===== src/rtl/dlx_pkg.sv =====
// Shared DLX definitions used by the fetch and decode stages:
// the NOP encoding, primary opcodes and the fetch-stage state type.
package dlx_pkg;

    localparam logic [31:0] DLX_NOP = 32'h0000_0015;

    localparam logic [5:0] OP_SPECIAL = 6'h00;
    localparam logic [5:0] OP_J       = 6'h02;
    localparam logic [5:0] OP_JAL     = 6'h03;
    localparam logic [5:0] OP_BEQZ    = 6'h04;
    localparam logic [5:0] OP_BNEZ    = 6'h05;
    localparam logic [5:0] OP_ADDI    = 6'h08;
    localparam logic [5:0] OP_LW      = 6'h23;
    localparam logic [5:0] OP_SW      = 6'h2B;

    typedef enum logic [1:0] {
        FETCH = 2'd0,
        WAIT  = 2'd1,
        HOLD  = 2'd2,
        FLUSH = 2'd3
    } fetch_state_e;

    // DLX numbers bit 0 as the MSB, so opcode [0:5] is vector bits [31:26].
    function automatic logic [5:0] opcode_of(input logic [31:0] word);
        return word[31:26];
    endfunction

endpackage


===== src/rtl/instruction_fetch_if.sv =====
// Instruction-memory request/response bus: one outstanding request at a time,
// response marked by imem_rvalid at least one cycle after imem_req.
interface instruction_fetch_if;
    logic        imem_req;
    logic [31:0] imem_addr;
    logic        imem_rvalid;
    logic [31:0] imem_rdata;

    modport master (
        output imem_req,
        output imem_addr,
        input  imem_rvalid,
        input  imem_rdata
    );

    modport slave (
        input  imem_req,
        input  imem_addr,
        output imem_rvalid,
        output imem_rdata
    );
endinterface


===== src/rtl/fetch_buffer.sv =====
// One-entry skid register holding an instruction word and its PC+4 while
// decode is stalled; clear and unload both empty it, clear takes priority.
module fetch_buffer
    import dlx_pkg::*;
(
    input  logic        clk,
    input  logic        rst_n,
    input  logic        load_i,
    input  logic        unload_i,
    input  logic        clear_i,
    input  logic [31:0] data_i,
    input  logic [31:0] pc4_i,
    output logic        full_o,
    output logic [31:0] data_o,
    output logic [31:0] pc4_o
);

    logic        full_q, full_d;
    logic [31:0] data_q, data_d;
    logic [31:0] pc4_q, pc4_d;

    always_comb begin
        full_d = full_q;
        data_d = data_q;
        pc4_d  = pc4_q;
        if (clear_i || unload_i) begin
            full_d = 1'b0;
        end else if (load_i) begin
            full_d = 1'b1;
            data_d = data_i;
            pc4_d  = pc4_i;
        end
    end

    always_ff @(posedge clk or negedge rst_n) begin
        if (!rst_n) begin
            full_q <= 1'b0;
            data_q <= DLX_NOP;
            pc4_q  <= '0;
        end else begin
            full_q <= full_d;
            data_q <= data_d;
            pc4_q  <= pc4_d;
        end
    end

    assign full_o = full_q;
    assign data_o = data_q;
    assign pc4_o  = pc4_q;

endmodule


===== src/rtl/instruction_fetch.sv =====
// DLX instruction-fetch stage: PC register, single-outstanding imem handshake,
// one-entry response skid buffer and the IF/ID register feeding decode.
module instruction_fetch
    import dlx_pkg::*;
#(
    parameter logic [31:0] RESET_PC  = 32'h0000_0000,
    parameter logic [31:0] NOP_INSTR = DLX_NOP
) (
    input  logic                       clk,
    input  logic                       rst_n,
    instruction_fetch_if.master        imem,
    input  logic                       branch_taken,
    input  logic [31:0]                new_pc,
    input  logic                       stall,
    input  logic                       kill_next_instruction,
    output logic [31:0]                instr,
    output logic [31:0]                pc_plus_four,
    output logic                       instr_valid,
    output logic                       should_be_killed
);

    fetch_state_e state_q, state_d;
    logic [31:0]  pc_q, pc_d;
    logic [31:0]  instr_q, instr_d;
    logic [31:0]  ppf_q, ppf_d;
    logic         valid_q, valid_d;
    logic         kill_q, kill_d;

    logic         buf_load, buf_unload, buf_clear, buf_full;
    logic [31:0]  buf_data, buf_pc4;
    logic [31:0]  pc_inc;

    assign pc_inc = pc_q + 32'd4;

    fetch_buffer u_buffer (
        .clk      (clk),
        .rst_n    (rst_n),
        .load_i   (buf_load),
        .unload_i (buf_unload),
        .clear_i  (buf_clear),
        .data_i   (imem.imem_rdata),
        .pc4_i    (pc_inc),
        .full_o   (buf_full),
        .data_o   (buf_data),
        .pc4_o    (buf_pc4)
    );

    always_comb begin
        state_d        = state_q;
        pc_d           = pc_q;
        instr_d        = instr_q;
        ppf_d          = ppf_q;
        valid_d        = valid_q;
        kill_d         = stall ? kill_q : kill_next_instruction;
        buf_load       = 1'b0;
        buf_unload     = 1'b0;
        buf_clear      = 1'b0;
        imem.imem_req  = 1'b0;
        imem.imem_addr = pc_q;

        if (branch_taken) begin
            // No request goes out in a redirect cycle; FLUSH swallows a response still in flight.
            pc_d      = {new_pc[31:2], 2'b00};
            instr_d   = NOP_INSTR;
            valid_d   = 1'b0;
            buf_clear = 1'b1;
            kill_d    = kill_next_instruction;
            state_d   = ((state_q == WAIT || state_q == FLUSH) && !imem.imem_rvalid) ? FLUSH : FETCH;
        end else begin
            case (state_q)
                FETCH: begin
                    if (!buf_full) begin
                        // Reset state is FETCH, so keep the request low while rst_n is asserted.
                        imem.imem_req = rst_n;
                        state_d       = WAIT;
                    end
                end
                WAIT: begin
                    if (imem.imem_rvalid) begin
                        if (!stall) begin
                            instr_d = imem.imem_rdata;
                            ppf_d   = pc_inc;
                            valid_d = 1'b1;
                            pc_d    = pc_inc;
                            state_d = FETCH;
                        end else begin
                            buf_load = 1'b1;
                            state_d  = HOLD;
                        end
                    end
                end
                HOLD: begin
                    if (!stall) begin
                        instr_d    = buf_data;
                        ppf_d      = buf_pc4;
                        valid_d    = 1'b1;
                        pc_d       = pc_inc;
                        buf_unload = 1'b1;
                        state_d    = FETCH;
                    end
                end
                FLUSH: begin
                    if (imem.imem_rvalid) begin
                        state_d = FETCH;
                    end
                end
                default: state_d = FETCH;
            endcase
        end
    end

    always_ff @(posedge clk or negedge rst_n) begin
        if (!rst_n) begin
            state_q <= FETCH;
            pc_q    <= RESET_PC;
            instr_q <= NOP_INSTR;
            ppf_q   <= RESET_PC;
            valid_q <= 1'b0;
            kill_q  <= 1'b0;
        end else begin
            state_q <= state_d;
            pc_q    <= pc_d;
            instr_q <= instr_d;
            ppf_q   <= ppf_d;
            valid_q <= valid_d;
            kill_q  <= kill_d;
        end
    end

    assign instr            = instr_q;
    assign pc_plus_four     = ppf_q;
    assign instr_valid      = valid_q;
    assign should_be_killed = kill_q;

endmodule


===== src/flat_wrapper.sv =====
// flat-port wrapper written by rule: the top's interface ports become plain ports
module instruction_fetch_flat import dlx_pkg::*;
#(
    parameter logic [31:0] RESET_PC  = 32'h0000_0000,
    parameter logic [31:0] NOP_INSTR = DLX_NOP
)
  (clk, rst_n, branch_taken, new_pc, stall, kill_next_instruction, instr, pc_plus_four, instr_valid, should_be_killed, imem_imem_req, imem_imem_addr, imem_imem_rvalid, imem_imem_rdata);
  instruction_fetch_if imem_i ();
  input  logic clk;
  input  logic rst_n;
  input  logic branch_taken;
  input  logic [31:0] new_pc;
  input  logic stall;
  input  logic kill_next_instruction;
  output logic [31:0] instr;
  output logic [31:0] pc_plus_four;
  output logic instr_valid;
  output logic should_be_killed;
  output wire logic [$bits(imem_i.imem_req)-1:0] imem_imem_req;
  output wire logic [$bits(imem_i.imem_addr)-1:0] imem_imem_addr;
  input wire logic [$bits(imem_i.imem_rvalid)-1:0] imem_imem_rvalid;
  input wire logic [$bits(imem_i.imem_rdata)-1:0] imem_imem_rdata;
  assign imem_imem_req = imem_i.imem_req;
  assign imem_imem_addr = imem_i.imem_addr;
  assign imem_i.imem_rvalid = imem_imem_rvalid;
  assign imem_i.imem_rdata = imem_imem_rdata;
  instruction_fetch #(.RESET_PC(RESET_PC), .NOP_INSTR(NOP_INSTR)) u_core (.clk(clk), .rst_n(rst_n), .imem(imem_i), .branch_taken(branch_taken), .new_pc(new_pc), .stall(stall), .kill_next_instruction(kill_next_instruction), .instr(instr), .pc_plus_four(pc_plus_four), .instr_valid(instr_valid), .should_be_killed(should_be_killed));
endmodule

===== config.mk =====
export PLATFORM = sky130hd
export DESIGN_NAME = instruction_fetch_flat
export DESIGN_NICKNAME = d
export VERILOG_FILES = /design/src/rtl/dlx_pkg.sv /design/src/rtl/instruction_fetch_if.sv /design/src/rtl/fetch_buffer.sv /design/src/rtl/instruction_fetch.sv /design/src/flat_wrapper.sv
export SDC_FILE = /design/constraint.sdc
export NUM_CORES = 1
export LEC_CHECK = 0
export CORE_MARGIN = 10
export CORE_UTILIZATION = 45
export CTS_CLUSTER_DIAMETER = 60
export DETAILED_ROUTE_END_ITERATION = 8
export GPL_TIMING_DRIVEN = 0
export MAX_ROUTING_LAYER = met4
export PLACE_DENSITY = 0.83
export SLEW_MARGIN = 20
export SYNTH_ARGS = -nofsm -noshare
export SYNTH_HDL_FRONTEND = slang
export SYNTH_SLANG_ARGS = --single-unit

===== constraint.sdc =====
create_clock -name clk -period 4.6 [get_ports clk]
set_input_delay 0.92 -clock clk [delete_from_list [all_inputs] [get_ports clk]]
set_output_delay 0.92 -clock clk [all_outputs]
set_load 0.02 [all_outputs]

After elaboration in Yosys (flattened, before gate mapping)
Index checks and enable logic that the tools add are counted.
Widths: inputs -> output; s select.
- register bits: 165
- bits of input ports: 70
- output and inout port bits: 99
- add/subtract/negate cells: 1
- equality and inequality tests: 12
- mux-type cells: 40
- bitwise logic cells: 2
- reduce and logical (&&, ||, !) cells: 13
- operators by type and width (kind ; count):
    $mux 32 ; 10
    $pmux 32 s2 ; 3
    $add 32x3->32 const B ; 1
    $mux 1 ; 18
    $ne 3x3->1 const B ; 5
    $mux 2 ; 7
    $ne 2x2->1 const B ; 4
    $pmux 2 s4 ; 1
    $reduce_and 4->1 ; 2
    $reduce_and 5->1 ; 1
    $eq 2x2->1 const B ; 2
    $reduce_and 2->1 ; 2
    $reduce_bool 2->1 ; 2
    $reduce_bool 3->1 ; 1
    $eq 2x1->1 const B ; 1
    $logic_not 2->1 ; 1
    $logic_or 1x1->1 ; 2
    $not 1->1 ; 2
    $pmux 1 s2 ; 1
    $logic_and 1x1->1 ; 1
    $logic_not 1->1 ; 1

Depth between registers and ports, before layout
- depth in word-level cells: 6
- gate-level depth with buffers: 7

Cells and area by module
Synthesis repeated with hierarchy kept, for this count alone.
- cell total of the unflattened synthesis: 775
- area, all modules: 8286.7 um^2
- by module, submodules not included (module ; instances ; cells an instance ; area each (um^2) ; seq. area each (um^2)):
    instruction_fetch ; 1 ; 636 ; 5557.8 ; 2456.1
    fetch_buffer ; 1 ; 139 ; 2728.9 ; 1630.3

Least setup slack after synthesis
OpenSTA, ideal clock, no wires.
- path kind: input to register
- from: in stall
- to: reg u_core.instr_q[22], in the netlist u_core.instr[22]
- library setup time: 0.147 ns
- arrival time: 2.150 ns
- required time: 4.453 ns
- path slack: 2.303 ns
- stages: 6
- buffers on the path: 3
- cell sequence: nor3b_1 > a31o_2 > buf_2 > clkbuf_1 > clkbuf_1 > a311oi_1
- longest elaborated chain between the ends: 2
- elaborated cells on any way between the ends: 3
- classes of those cells: eq/ne (2); reduce/logical (1)
- RTL lines (item ; RTL line ; source):
    start: declaration ; flat_wrapper.sv:13 ; input logic stall;
    $ne 3x3->1 (no line) ; - ;
    $reduce_and 4->1 (no line) * ; - ;
    end signal: assignment ; instruction_fetch.sv:123 ; instr_q <= instr_d;
    end: declaration ; instruction_fetch.sv:24 ; logic [31:0] instr_q, instr_d;
Every way passes the cells marked *; elsewhere a longest branch is shown, timed or not.
A chain may end at the register's enable or synchronous reset.

Worst setup path after layout
- from: in rst_n
- to: out imem_imem_req
- longest elaborated chain between the ends: 3
- RTL lines (item ; RTL line ; source):
    start: declaration ; flat_wrapper.sv:10 ; input logic rst_n;
    $mux 1 ; instruction_fetch.sv:72 ; if (!buf_full) begin
    $mux 1 ; instruction_fetch.sv:70 ; case (state_q)
    $mux 1 ; instruction_fetch.sv:61 ; if (branch_taken) begin
    end: declaration ; flat_wrapper.sv:19 ; output wire logic [$bits(imem_i.imem_req)-1:0] imem_imem_req;
No other way between the ends.

==> metrics.csv <==
stage,metric,value,unit
outcome,outcome,completed,
die,core area,16500,µm²
grt,global-route usage over all layers,0.213,
timing,Final Hold Fails,0,
critical_path,Max stage delay on crit path,0.61,ns
logic_synthesis,Post-Synthesis Cell Area,7480,µm²
critical_path,"Cell Chain, Critical Path",buf_8 -> buf_16 -> and3_1 -> clkdlybuf4s50_1,
clock_tree,Root Buffer,clkbuf_16,
drt,max layer used,met4,
critical_path,nature of the critical path endpoint,output port,
logic_synthesis,post-synth cell types,44,
pwr,P_int,3.54,mW
logic_synthesis,Synth Area in Compound Gates,0.120,
grt,first-pass GRT wire length,36600,µm
placed_design,Final GP Congestion,0.897,
drt,Initial DRT Pass Iterations,6,
layout,nets,1034,
die,die area,22200,µm²
grt,antenna violations before repair,0,
pwr,switching share of total power,0.339,
logic_synthesis,Synth Area in Simple Gates,0.187,
logic_synthesis,Main synth FF type,dfrtp_1,
drt,routed len/inst,19.3,µm
clock_tree,CTS Hold Bufs,0,
worst_hold_path,hold crit path type,input port to asynchronous set/reset pin,
placed_design,dpl hpwl,16600,µm
timing,clock skew,0.0124,ns
drt,metal3 WL,1760,µm
critical_path,CP max stage cell,clkdlybuf4s50_1,
logic_synthesis,asr flop ratio synth,1.00,
timing,min Tclk post-route,3.56,ns
timing,highest clock rate,281,MHz
logic_synthesis,xor and xnor area share after synthesis,0.0644,
placed_design,PortBufs,162,
clock_tree,post-CTS sizing,0,
drt,Routed met1 length,9670,µm
clock_tree,H-tree Lvls,4,
logic_synthesis,synthesized instance count,778,
logic_synthesis,largest family of logic cells by synthesized area,simple AND/OR/NAND/NOR gates,
logic_synthesis,Post-synth EDFFs,0,
critical_path,crit-path leading delay family,buffers and inverters,
die,IO Count,169,
logic_synthesis,register area share after synthesis,0.533,
clock_tree,CTS buffer count,17,
timing,setup violators final,0,
logic_synthesis,synth top area cells,"dfrtp_1 (51%), nand2_1 (8.3%), mux2_2 (5.4%)",
logic_synthesis,Synth Warn #,0,
critical_path,crit path DAT,2.64,ns
timing,period utilisation layout,0.773,
critical_path,Critical Path RT,3.68,ns
timing,Rel. slew slack,0.367,
drt,Routed WL,23100,µm
die,Die X-Extent,149,µm
clock_tree,Clock Sinks,159,
critical_path,Crit Path Category,input port to output port,
pwr,combinational power share,0.316,
timing,pins over their slew limit,0,
logic_synthesis,leading area contributor after synthesis,dfrtp_1,
clock_tree,Skew-Pair Late Insertion Delay,0.43,ns
pwr,Pwr Total,5.35,mW
layout,layout cells sized above 1,0.0963,
pwr,sw power,1.81,mW
grt,largest net degree at the start of global routing,98,
grt,grt total ovfl,0,
timing,RSZ-0062 raised after global routing,no,
drt,number of routed nets with antenna violations,0,
logic_synthesis,average cell area after synthesis,9.62,µm²
die,Initial Util,0.454,
layout,fill cell total of the finished layout,1356,
drt,WL met2,11000,µm
logic_synthesis,top-area cell type share of the netlist area,0.512,
critical_path,"critical path fanouts, max",97,
drt,via-per-instance ratio,5.54,
layout,area delta synth->final,34.3,%
die,Rows,47,
critical_path,crit path buf inv count,3,
logic_synthesis,mux share of post-synthesis cell area,0.0555,
pwr,Static Leakage,4.10,nW
clock_tree,CTS tree,built,
clock_tree,Clock Path Buffers,2,
job,total of max-cap violations,0,
timing,slew at the pin with the worst max-slew slack,0.945,ns
pwr,sequential group share of total power,0.404,
layout,diode count,0,
clock_tree,"Setup Fix Bufs, Post-CTS",0,
drt,via count,6621,
placed_design,placed cells,1164,
drt,Initial DRC Count,750,
grt,vias in the first global route,6618,
logic_synthesis,Yosys reg bits,159,
layout,filler-free cell count of the finished design,1196,
logic_synthesis,Synth Area in Adders,0.00167,
critical_path,CP startpoint kind,input port,
critical_path,"reg-to-reg slack, setup",2.04,ns
pwr,pwr dens,532,nW/µm²
drt,DRC,0,
pwr,Max VDD drop,321,µV
clock_tree,"CTS clk-pin slew, worst paths",0.07,ns
die,Die Span Y,149,µm
pwr,Clk pwr share,0.279,
-- per-layer routing --
metal | up-vias | GRT usage
met4 | 0 | 0.0736
met3 | 41 | 0.0616
met2 | 277 | 0.324
met5 | - | -
li1 | 3067 | -
met1 | 3236 | 0.266
-- layout make-up --
type                            count  area [µm²]  area share
Buffer                             62         269      0.0268
Clock buffer                       21         470      0.0468
Clock inverter                     11         154      0.0153
Inverter                            5        18.8     0.00187
Multi-Input combinational cell    555        3220       0.320
Sequential cell                   159        3990       0.397
Tap cell                          220         275      0.0274
Timing Repair Buffer              163        1650       0.165
-- sequential cells by signal (all words and copies together) (netlist names) --
| register | count |
|---|---|
| u_core.instr_valid | 1 |
| u_core.imem.imem_addr | 30 |
| u_core.u_buffer.full_o | 1 |
| u_core.pc_plus_four | 30 |
| u_core.should_be_killed | 1 |
| u_core.u_buffer.data_o | 32 |
| u_core.state_q | 2 |
| u_core.u_buffer.pc4_o | 30 |
| u_core.instr | 32 |
-- worst paths after layout --
check                                             to                   start  depth (start not counted)
setup / recovery                       imem_imem_req                   rst_n                          4
hold / removal                      u_core.instr[25]                   rst_n                          1
setup reg to reg                    u_core.instr[10]       u_core.state_q[1]                          6
hold reg to reg               u_core.pc_plus_four[8]  u_core.pc_plus_four[8]                          1
max in group asynchronous  u_core.u_buffer.data_o[0]                   rst_n                          2
min in group clk              u_core.pc_plus_four[8]  u_core.pc_plus_four[8]                          1
-- cells in the mapped netlist (8+ instances only) --
master,count
xnor2_1,20
nor3_1,12
nand4_1,15
nand2_1,166
dfrtp_1,153
o211ai_1,19
nand3_1,41
mux2_2,36
xor2_1,35
o21ai_0,68
buf_4,8
a311oi_1,29
clkbuf_1,47
nor2_1,62
-- cell families (layout without fill, tap and decap cells) --
family | count (synthesis) | after routing
xor+xnor | 55 | 55
flops | 159 | 159
buf+inv | 67 | 262
other cells | 1 | 4
compound gates | 138 | 138
simple gates | 320 | 320
fa+ha+maj | 1 | 1
mux | 37 | 37
-- layout by cell type (no fill, tap or decap), types with 4 or more instances in the layout --
cell type        count
nand2_1            166
clkdlybuf4s50_1    161
dfrtp_1            153
o21ai_0             68
nor2_1              62
clkbuf_1            48
nand3_1             41
mux2_2              36
xor2_1              35
a311oi_1            29
xnor2_1             20
o211ai_1            19
clkbuf_16           17
nand4_1             15
nor3_1              12
buf_4                8
nor4_1               6
dfstp_2              6
buf_2                5
a21oi_1              5
inv_1                4
conb_1               4
-- metrics by stage --
| step | hold WS, ns | TNS (ns) | worst slack, ns | cell area [µm²] | utilization |
|---|---|---|---|---|---|
| after global routing | 0.447 | 0 | 0.857 | 10000 | 0.610 |
| after CTS | 0.437 | 0 | 0.977 | 10000 | 0.610 |
| after floorplan | 0.442 | 0 | 2.30 | 7490 | - |
| after detailed placement | 0.465 | 0 | 0.990 | 9420 | 0.572 |
| after global placement | 0.460 | -608.89 | -4.40 | 9390 | 0.570 |
| final | 0.409 | 0 | 1.04 | 10000 | 0.610 |
-- power groups by stage --
stage / logic [mW] / registers [mW] / clock network, mW
detailed placement: 1.69 / 2.18 / 0
global placement: 1.65 / 2.15 / 0
global route: 1.84 / 2.22 / 1.56
floorplan: 0.700 / 2.36 / 0
finish: 1.69 / 2.16 / 1.49
CTS: 1.71 / 2.16 / 1.50
Power figures use the tool's default switching activity.
